**config.mk**
```make
export PLATFORM = sky130hd
export DESIGN_NAME = hazard_scoreboard
export DESIGN_NICKNAME = d
export VERILOG_FILES = /design/src/rtl/hazard_pkg.sv /design/src/rtl/hazard_slot_shift.sv /design/src/rtl/hazard_scoreboard.sv
export SDC_FILE = /design/constraint.sdc
export NUM_CORES = 1
export LEC_CHECK = 0
export ABC_AREA = 1
export CORE_AREA = 4 4 61 63
export DETAILED_ROUTE_END_ITERATION = 10
export DIE_AREA = 0 0 65 67
export PLACE_DENSITY_LB_ADDON = 0.2
export SLEW_MARGIN = 10
export SYNTH_ARGS = -nofsm -noshare
export SYNTH_HDL_FRONTEND = slang
export SYNTH_SLANG_ARGS = --single-unit
export TNS_END_PERCENT = 10
```
**constraint.sdc**
```tcl
create_clock -name clk_i -period 1.5 [get_ports clk_i]
set_input_delay 0.3 -clock clk_i [delete_from_list [all_inputs] [get_ports clk_i]]
set_output_delay 0.3 -clock clk_i [all_outputs]
set_load 0.005 [all_outputs]
```
**src/rtl/hazard_pkg.sv**
```systemverilog
// hazard_pkg: types and helpers shared by the hazard scoreboard.
//   slot_t    : one in-flight producer record {valid, rd, load}
//   FWD_RF    : forward-select value meaning "use the ID/EX regfile operand"
//   fwd_w()   : forward-select width for a given load latency
// RD_MAX_W bounds the register address width that fits in a slot. Narrower
// addresses are zero-extended on entry.
package hazard_pkg;

    localparam int RD_MAX_W = 8;
    localparam int FWD_RF   = 0;

    typedef struct packed {
        logic                valid;
        logic [RD_MAX_W-1:0] rd;
        logic                load;
    } slot_t;

    // The select must encode 0 (regfile) through DEPTH-1, with DEPTH = lat+2.
    function automatic int fwd_w(input int load_lat);
        return $clog2(load_lat + 2);
    endfunction

endpackage

```
**src/rtl/hazard_slot_shift.sv**
```systemverilog
// hazard_slot_shift: DEPTH-entry shift register of in-flight producers.
// slot 0 = EX ... slot DEPTH-1 = WB.
//   clk_i, rst_i : clock, synchronous active-high reset (all slots invalid)
//   hold_i       : freeze every slot
//   bubble_i     : advance, but slot 0 receives an invalid entry
//   slot_in_i    : entry loaded into slot 0 on a normal advance
//   slots_o      : current slot contents
module hazard_slot_shift
    import hazard_pkg::*;
#(
    parameter int DEPTH = 3
) (
    input  logic                  clk_i,
    input  logic                  rst_i,
    input  logic                  hold_i,
    input  logic                  bubble_i,
    input  slot_t                 slot_in_i,
    output slot_t [DEPTH-1:0]     slots_o
);

    slot_t [DEPTH-1:0] slots_q;
    slot_t [DEPTH-1:0] slots_d;

    always_comb begin
        slots_d = slots_q;
        if (!hold_i) begin
            slots_d[0] = bubble_i ? '0 : slot_in_i;
            for (int i = 1; i < DEPTH; i++) begin
                slots_d[i] = slots_q[i-1];
            end
        end
    end

    always_ff @(posedge clk_i) begin
        if (rst_i) begin
            slots_q <= '0;
        end else begin
            slots_q <= slots_d;
        end
    end

    assign slots_o = slots_q;

endmodule

```
**src/rtl/hazard_scoreboard.sv**
```systemverilog
// hazard_scoreboard: load-use hazard detection and EX forwarding control for
// the in-order pipeline.
//   clk_i, rst_i                 : clock, synchronous active-high reset
//   id_valid_i                   : ID holds a real instruction
//   id_rs_i/id_rs_use_i          : ID source A and its read enable
//   id_rt_i/id_rt_use_i          : ID source B and its read enable
//   id_rd_i/id_wen_i/id_load_i   : ID destination, write enable, load flag
//   flush_i                      : kill the ID instruction (branch redirect)
//   mem_busy_i                   : freeze the whole pipeline
//   pc_stall_o/ifid_stall_o      : hold PC / IF-ID (combinational)
//   bubble_o                     : zero ID/EX control (combinational)
//   fwd_rs_o/fwd_rt_o            : EX operand source, 0 = regfile, k = slot k
// Optional macro HAZ_PERF_EN adds perf_stall_o / perf_freeze_o, saturating
// 32-bit counts of load-use stall cycles and mem_busy cycles.
module hazard_scoreboard
    import hazard_pkg::*;
#(
    parameter  int REG_AW   = 5,
    parameter  int LOAD_LAT = 1,
    localparam int DEPTH    = LOAD_LAT + 2,
    localparam int FW       = fwd_w(LOAD_LAT)
) (
    input  logic              clk_i,
    input  logic              rst_i,
    input  logic              id_valid_i,
    input  logic [REG_AW-1:0] id_rs_i,
    input  logic              id_rs_use_i,
    input  logic [REG_AW-1:0] id_rt_i,
    input  logic              id_rt_use_i,
    input  logic [REG_AW-1:0] id_rd_i,
    input  logic              id_wen_i,
    input  logic              id_load_i,
    input  logic              flush_i,
    input  logic              mem_busy_i,
    output logic              pc_stall_o,
    output logic              ifid_stall_o,
    output logic              bubble_o,
    output logic [FW-1:0]     fwd_rs_o,
    output logic [FW-1:0]     fwd_rt_o
`ifdef HAZ_PERF_EN
    ,
    output logic [31:0]       perf_stall_o,
    output logic [31:0]       perf_freeze_o
`endif
);

    slot_t [DEPTH-1:0]   slots;
    slot_t               slot_in;
    logic [RD_MAX_W-1:0] rs_ext, rt_ext;
    logic [FW-1:0]       rs_sel, rt_sel;
    logic                rs_ready, rt_ready;
    logic                load_use;
    logic                kill_id;
    logic [FW-1:0]       fwd_rs_q, fwd_rs_d, fwd_rt_q, fwd_rt_d;

    assign rs_ext = RD_MAX_W'(id_rs_i);
    assign rt_ext = RD_MAX_W'(id_rt_i);

    // Scan oldest to youngest so the youngest match overwrites. The WB slot
    // is excluded: the regfile writes before it is read.
    always_comb begin
        rs_sel   = FW'(FWD_RF);
        rt_sel   = FW'(FWD_RF);
        rs_ready = 1'b1;
        rt_ready = 1'b1;
        for (int j = DEPTH - 2; j >= 0; j--) begin
            if (id_valid_i && id_rs_use_i && (id_rs_i != '0) &&
                slots[j].valid && (slots[j].rd == rs_ext)) begin
                rs_sel   = FW'(j + 1);
                rs_ready = !slots[j].load || (j >= LOAD_LAT);
            end
            if (id_valid_i && id_rt_use_i && (id_rt_i != '0) &&
                slots[j].valid && (slots[j].rd == rt_ext)) begin
                rt_sel   = FW'(j + 1);
                rt_ready = !slots[j].load || (j >= LOAD_LAT);
            end
        end
    end

    assign load_use = !rs_ready || !rt_ready;
    assign kill_id  = flush_i || load_use;

    always_comb begin
        pc_stall_o   = 1'b0;
        ifid_stall_o = 1'b0;
        bubble_o     = 1'b0;
        if (rst_i) begin
            pc_stall_o = 1'b0;
        end else if (mem_busy_i) begin
            pc_stall_o   = 1'b1;
            ifid_stall_o = 1'b1;
        end else if (flush_i) begin
            // PC must be free to take the redirect even when a hazard exists.
            bubble_o = 1'b1;
        end else if (load_use) begin
            pc_stall_o   = 1'b1;
            ifid_stall_o = 1'b1;
            bubble_o     = 1'b1;
        end
    end

    assign slot_in = '{valid: id_valid_i && id_wen_i && (id_rd_i != '0),
                       rd:    RD_MAX_W'(id_rd_i),
                       load:  id_load_i};

    hazard_slot_shift #(.DEPTH(DEPTH)) u_shift (
        .clk_i     (clk_i),
        .rst_i     (rst_i),
        .hold_i    (mem_busy_i),
        .bubble_i  (kill_id),
        .slot_in_i (slot_in),
        .slots_o   (slots)
    );

    always_comb begin
        fwd_rs_d = fwd_rs_q;
        fwd_rt_d = fwd_rt_q;
        if (!mem_busy_i) begin
            fwd_rs_d = kill_id ? FW'(FWD_RF) : rs_sel;
            fwd_rt_d = kill_id ? FW'(FWD_RF) : rt_sel;
        end
    end

    always_ff @(posedge clk_i) begin
        if (rst_i) begin
            fwd_rs_q <= '0;
            fwd_rt_q <= '0;
        end else begin
            fwd_rs_q <= fwd_rs_d;
            fwd_rt_q <= fwd_rt_d;
        end
    end

    assign fwd_rs_o = fwd_rs_q;
    assign fwd_rt_o = fwd_rt_q;

`ifdef HAZ_PERF_EN
    logic [31:0] perf_stall_q, perf_freeze_q;
    logic        stall_cycle;

    assign stall_cycle = !mem_busy_i && !flush_i && load_use;

    always_ff @(posedge clk_i) begin
        if (rst_i) begin
            perf_stall_q  <= '0;
            perf_freeze_q <= '0;
        end else begin
            if (stall_cycle && (perf_stall_q != 32'hFFFF_FFFF)) begin
                perf_stall_q <= perf_stall_q + 32'd1;
            end
            if (mem_busy_i && (perf_freeze_q != 32'hFFFF_FFFF)) begin
                perf_freeze_q <= perf_freeze_q + 32'd1;
            end
        end
    end

    assign perf_stall_o  = perf_stall_q;
    assign perf_freeze_o = perf_freeze_q;
`endif

endmodule

```
==> flow_summary_export.csv, run 1 <==
group,metric,value,unit
status,outcome,"finished, violations left",
status,violations,"negative setup slack",
worst_setup_path,cpMostUsedCell,"nand2_1",
worst_setup_path,cp-start-kind,"flip-flop",
clock_tree,cts-root-buf,"clkbuf_4",
floorplan,initial_core_util,38.6,%
routing,vias,1555,
clock_tree,clk_pin_slew,110,ps
worst_setup_path,cp-end-kind,"output pin",
worst_setup_path,timing.rr.end,"fwd_rs_o[0]",
final_layout,fin_nets,315,
final_layout,drive_gt1_share,34.1,%
floorplan,dieArea,0.00436,sq mm
sta,fin_crit_sh,129,%
final_layout,num_antenna_cells,0,
grt,grt_max_degree,21,
final_layout,area_growth,64.6,%
worst_setup_path,worstPathMaxFanout,3,
clock_tree,cts_tree,"yes",
final_layout,final_common_cell,"nand2_1",
worst_setup_path,path_buf_inv,3,
sta,max_freq,0.515,GHz
power,power,1.08,mW
routing,antenna_left,0,
logic_synthesis,yosysSeqAreaShare,27.3,%
sta,tightest_slew,240,ps
worst_setup_path,cp_slowest_cell,"dfxtp_2",
place,hpwl,2880,um
worst_setup_path,worstPathArrival,1640,ps
power,p_leak,1.01,nW
floorplan,die_x,65,um
floorplan,die-height,67,um
clock_tree,cts.sinks,17,
power,clkPwrFrac,23.0,%
grt,grt_usage,17.8,%
power,peakVddDrop,0.000429,V
floorplan,io_pins,31,
worst_setup_path,ff2ff_setup_slack,-40,ps
hold_path,min_to,"fwd_rt_o[1]",
routing,drt_pass1_iterations,4,
grt,grt_pass1_wl,6000,um
logic_synthesis,syn_nets,242,
run,max_cap_violations,0,
clock_tree,cts_made_buffers,3,
routing,route.detailed.drc,0,
sta,fin_crit,1940,ps
sta,drv_slew,0,
hold_path,hold_class,"flip-flop to flip-flop",
sta,hold_viol_final,0,
worst_setup_path,path_cells,"buf_4 -> nand2_1 -> nand2_1 -> nor2_2 -> nand3_4 -> nand2_4 -> buf_6 -> nand3_2 -> a21oi_2 -> buf_2",
routing,viasPerCell,4.63,
floorplan,coreArea,0.00323,sq mm
sta,rsz0062_at_grt,"true",
logic_synthesis,syn_inst,218,
worst_setup_path,critPathRequiredTime,1200,ps
clock_tree,cts_max_path_buffers,2,
sta,fin_skew,8.79,ps
clock_tree,cts_hold_buf,0,
routing,drtIter0Drc,78,
routing,avgRoutedWirePerCell,11.9,um
power,p_int,0.738,mW
grt,first_global_vias,1395,
clock_tree,clkLatencyLatePin,290,ps
power,power.switching,0.344,mW
routing,wirelength,3980,um
power,p_comb_share,32.2,%
hold_path,min-delay-start,"fwd_rt_o[1]",
worst_setup_path,crit_type,"flip-flop to output pin",
worst_setup_path,cpPeakStageDelay,330,ps
clock_tree,htree_num_levels,1,
sta,layout_setup_ws,-440,ps
floorplan,rows,21,
logic_synthesis,synth_warnings,0,
power,swShare,31.8,%
logic_synthesis,yosysUniqueCellTypes,19,
power,power_density,527,mW/mm^2
worst_setup_path,r2r_start,"u_shift.slots_o[4]",
grt,grt_overflow_total,0,
worst_setup_path,crit_family,"simple AND/OR/NAND/NOR gates",
grt,antenna_found_initial,0,
power,seq_power_share,44.8,%
logic_synthesis,avgSynthCellArea,5.72,sq um
worst_setup_path,r2r_cells,11,
logic_synthesis,synth_area,0.00125,sq mm
sta,relSlewSlack,83.8,%
place,io_buffers,30,
sta,setup_viol,4,
place,place_congestion,0.800,
sta,final.setup.tns,-1290,ps
final_layout,final_cell_mix,"nand2_1, buf_4, a21oi_1",
logic_synthesis,synth_seq_cells,17,
hold_path,min_path_cells,2,
==> flip-flops by register name, indices dropped and copies added (netlist names) <==
| signal | cells |
|---|---|
| u_shift.slots_o | 13 |
| fwd_rs_o | 2 |
| fwd_rt_o | 2 |
==> worst max-delay path by stage <==
stage | startpoint | end | slack (ps) | depth (start not counted)
floorplan | u_shift.slots_o[4] | pc_stall_o | 9 | 9
global placement | id_rt_i[3] | ifid_stall_o | -980 | 10
detailed placement | id_rt_i[3] | ifid_stall_o | -1010 | 10
CTS | u_shift.slots_o[5] | ifid_stall_o | -470 | 11
global route | u_shift.slots_o[4] | ifid_stall_o | -540 | 10
finish | u_shift.slots_o[4] | ifid_stall_o | -440 | 10
==> cells in the mapped netlist <==
master / count / area [sq um]
a21oi_1: 24 / 120
buf_4: 2 / 15.0
clkbuf_1: 4 / 15.0
dfxtp_1: 17 / 340
inv_1: 25 / 93.8
inv_2: 3 / 11.3
nand2_1: 84 / 315
nand2_2: 1 / 6.26
nand2_4: 2 / 22.5
nand2_8: 1 / 20.0
nand3_1: 12 / 60.1
nand3_2: 3 / 30.0
nand4_1: 1 / 6.26
nor2_1: 18 / 67.6
nor2_2: 3 / 18.8
nor3_1: 1 / 5.00
o21ai_0: 13 / 65.1
xnor2_1: 2 / 17.5
xor2_1: 2 / 17.5
==> stage by stage <==
step / cells / hold slack, ps / util, % / area (sq um) / setup WS (ps)
2_1_floorplan: 218 / 369 / - / 1250 / 9.29
3_3_place_gp: 323 / 452 / 57.4 / 1850 / -980
3_5_place_dp: 323 / 454 / 57.4 / 1850 / -1010
4_1_cts: 333 / 472 / 60.0 / 1940 / -469
5_1_grt: 336 / 496 / 63.5 / 2050 / -537
6_report: 336 / 470 / 63.5 / 2050 / -440
==> what timing repair did <==
| action | in CTS | in global routing |
|---|---|---|
| endpoints found under the setup margin | 14 | 14 |
| buffers inserted | 6 | 3 |
| pin swaps | 9 | 13 |
| gates resized for setup | 42 | 31 |
==> power groups by stage <==
stage                     clock, mW  sequential, mW  combinational (mW)
final                         0.249           0.485               0.348
after global routing          0.272           0.487               0.386
after CTS                     0.259           0.484               0.321
after detailed placement          0           0.494               0.321
after global placement            0           0.494               0.320
after floorplan                   0           0.492               0.147
==> tightest hold or removal path, stage by stage, from the launching register on <==
cell,delay (ps)
dfxtp_1,330
nand2_1,60
a21oi_1,50
==> final cells by class <==
cell class                 count  area (sq um)
multi-input combinational    167           887
sequential                    17           353
fill                         329          1180
clock buffer                   4          26.3
tap                           46          57.6
timing repair buffer          74           624
inverter                      28           105
==> metal layers <==
metal / global-route usage [%] / up-vias / part of all wire, % / wire length, um
met5: 0 / - / 0 / 0
met4: 6.33 / 0 / 1.1 / 44
met3: 1.85 / 4 / 3.7 / 149
met2: 30.5 / 38 / 50 / 1980
met1: 22.9 / 687 / 45 / 1810
li1: - / 826 / - / -
==> cells by family after synthesis <==
family          after synthesis  share of synthesized area, %
buf+inv                      34                          10.8
compound gates               37                          14.8
simple gates                126                          44.2
xor+xnor                      4                          2.81
flops                        17                          27.3
Note: power is estimated with default switching activity, not from simulation.
==> run 2: changes to the inputs <==
Settings changed: GPL_TIMING_DRIVEN set to 0.
==> run 2 against run 1 <==
Against the previous run:
- the run still ends with negative setup slack left
- hold slack improved by 3.8 ps
- global-route usage up 0.24 points
- first-iteration DRC count fell by 6.4%
- clock-buffer cell count shrank 1
- maximum frequency decreased by 1.4%
==> flow_summary_export.csv, run 2 (synthesized netlist as in run 1, its figures left out) <==
group,metric,value,unit
status,outcome,"finished, violations left",
status,violations,"negative setup slack",
clock_tree,cts_tree,"yes",
sta,relSlewSlack,72.4,%
sta,fin_skew,13.7,ps
grt,grt_usage,18.0,%
worst_setup_path,critPathRequiredTime,1200,ps
power,power.switching,0.320,mW
hold_path,min_path_cells,2,
hold_path,min_to,"fwd_rt_o[1]",
sta,fin_crit_sh,131,%
power,power_density,575,mW/mm^2
routing,drtIter0Drc,73,
final_layout,final_cell_mix,"nand2_1, a21oi_1, inv_1",
power,clkPwrFrac,24.1,%
grt,grt_max_degree,11,
final_layout,area_growth,40.6,%
sta,drv_slew,0,
place,io_buffers,30,
final_layout,postLayoutCoreUtil,54.3,%
floorplan,die-height,67,um
power,p_leak,0.831,nW
floorplan,die_x,65,um
routing,wirelength,3630,um
place,place_congestion,0.861,
sta,final.setup.tns,-1310,ps
worst_setup_path,ff2ff_setup_slack,10,ps
grt,grt_overflow_total,0,
sta,hold_viol_final,0,
worst_setup_path,r2r_cells,10,
clock_tree,clk_pin_slew,110,ps
sta,tightest_slew,415,ps
final_layout,design_area,0.00175,sq mm
routing,drt_pass1_iterations,4,
routing,vias,1472,
power,power,1.01,mW
floorplan,coreArea,0.00323,sq mm
routing,route.detailed.drc,0,
power,peakVddDrop,0.000453,V
place,placedCellCount,294,
hold_path,min-delay-start,"fwd_rt_o[1]",
clock_tree,cts_made_buffers,3,
run,max_cap_violations,0,
final_layout,final_common_cell,"nand2_1",
worst_setup_path,timing.rr.end,"fwd_rs_o[0]",
power,p_int,0.689,mW
clock_tree,clkLatencyLatePin,290,ps
worst_setup_path,cp-end-kind,"output pin",
worst_setup_path,path_cells,"inv_2 -> a21oi_2 -> nand2_2 -> nor2_4 -> nand3_4 -> nand2_4 -> nand3_2 -> a21oi_2 -> buf_4 -> buf_6",
clock_tree,htree_num_levels,1,
sta,layout_setup_ws,-468,ps
worst_setup_path,cpMostUsedCell,"a21oi_2",
final_layout,num_antenna_cells,0,
clock_tree,cts-root-buf,"clkbuf_4",
floorplan,dieArea,0.00436,sq mm
routing,antenna_left,0,
floorplan,io_pins,31,
clock_tree,cts.sinks,17,
place,hpwl,2880,um
worst_setup_path,crit_type,"flip-flop to output pin",
floorplan,initial_core_util,38.6,%
worst_setup_path,cp_slowest_cell,"dfxtp_2",
sta,rsz0062_at_grt,"true",
grt,grt_pass1_wl,6060,um
worst_setup_path,worstPathMaxFanout,3,
sta,setup_viol,3,
routing,viasPerCell,4.81,
place,placed_area,0.00161,sq mm
routing,avgRoutedWirePerCell,11.9,um
final_layout,fin_cells,306,
place,place_ws,-1130,ps
floorplan,rows,21,
clock_tree,cts_hold_buf,0,
worst_setup_path,worstPathArrival,1670,ps
final_layout,drive_gt1_share,20.0,%
worst_setup_path,r2r_start,"u_shift.slots_o[2]",
final_layout,fin_nets,285,
worst_setup_path,cpPeakStageDelay,370,ps
hold_path,hold_class,"flip-flop to flip-flop",
power,seq_power_share,48.2,%
sta,worst_hold_slack,474,ps
final_layout,nFillCells,368,
sta,fin_crit,1970,ps
worst_setup_path,cp-start-kind,"flip-flop",
grt,first_global_vias,1338,
grt,antenna_found_initial,0,
power,p_comb_share,27.7,%
clock_tree,cts_max_path_buffers,2,
final_layout,largest_register_ffs,13,
sta,max_freq,0.508,GHz
power,swShare,31.7,%
run 2: changes by cell type in the layout (fill, tap and decap cells not counted), sizes merged:
cell           before  now
buf                47   13
clkbuf              4    7
clkdlybuf4s50      15   16
clkinv              0    1
dlymetal6s2s        1    0
run 2: how the worst max path moves through the flow:
stage                       endpoint  slack (ps)               start  cells after the start
after CTS                 pc_stall_o        -490  u_shift.slots_o[4]                     10
after global routing      pc_stall_o        -560  u_shift.slots_o[4]                     10
after detailed placement  pc_stall_o       -1130          id_rt_i[3]                     11
after global placement    pc_stall_o       -1120          id_rt_i[3]                     11
final                     pc_stall_o        -470  u_shift.slots_o[9]                     10
after floorplan           pc_stall_o           9  u_shift.slots_o[4]                      9
run 2: area by class of cell:
class	count	area, sq um	area share, %
Multi-Input combinational cell	167	827	47.1
Buffer	6	32.5	1.85
Sequential cell	17	353	20.1
Tap cell	46	57.6	3.28
Clock inverter	1	5.00	0.285
Inverter	28	108	6.13
Clock buffer	3	22.5	1.28
Timing Repair Buffer	38	349	19.9
run 2: what timing repair did:
item / in CTS / in global routing
pin swaps: 9 / 5
buffers inserted: 7 / 1
endpoints found under the setup margin: 15 / 15
gates resized for setup: 45 / 11
gates cloned: 0 / 0
run 2: per-layer routing:
| layer | up-vias | wire, um | global-route usage [%] |
|---|---|---|---|
| li1 | 768 | - | - |
| met1 | 656 | 1690 | 23.6 |
| met2 | 44 | 1730 | 30.7 |
| met3 | 4 | 182 | 2.36 |
| met4 | 0 | 27 | 5.01 |
| met5 | - | 0 | 0 |
run 2: critical path: cells and delay by family, from the launching register on:
| family | cells | cell delay, ps |
|---|---|---|
| flip-flops | 1 | 370 |
| AO/OA/AOI/OAI | 2 | 260 |
| AND/OR/NAND/NOR | 5 | 480 |
| buffers and inverters | 3 | 260 |
run 2: power by group through the flow:
stage	Sequential, mW	Combinational (mW)	Clock [mW]
floorplan	0.492	0.147	0
global placement	0.496	0.263	0
detailed placement	0.496	0.265	0
CTS	0.485	0.271	0.248
global route	0.490	0.314	0.269
finish	0.486	0.279	0.244
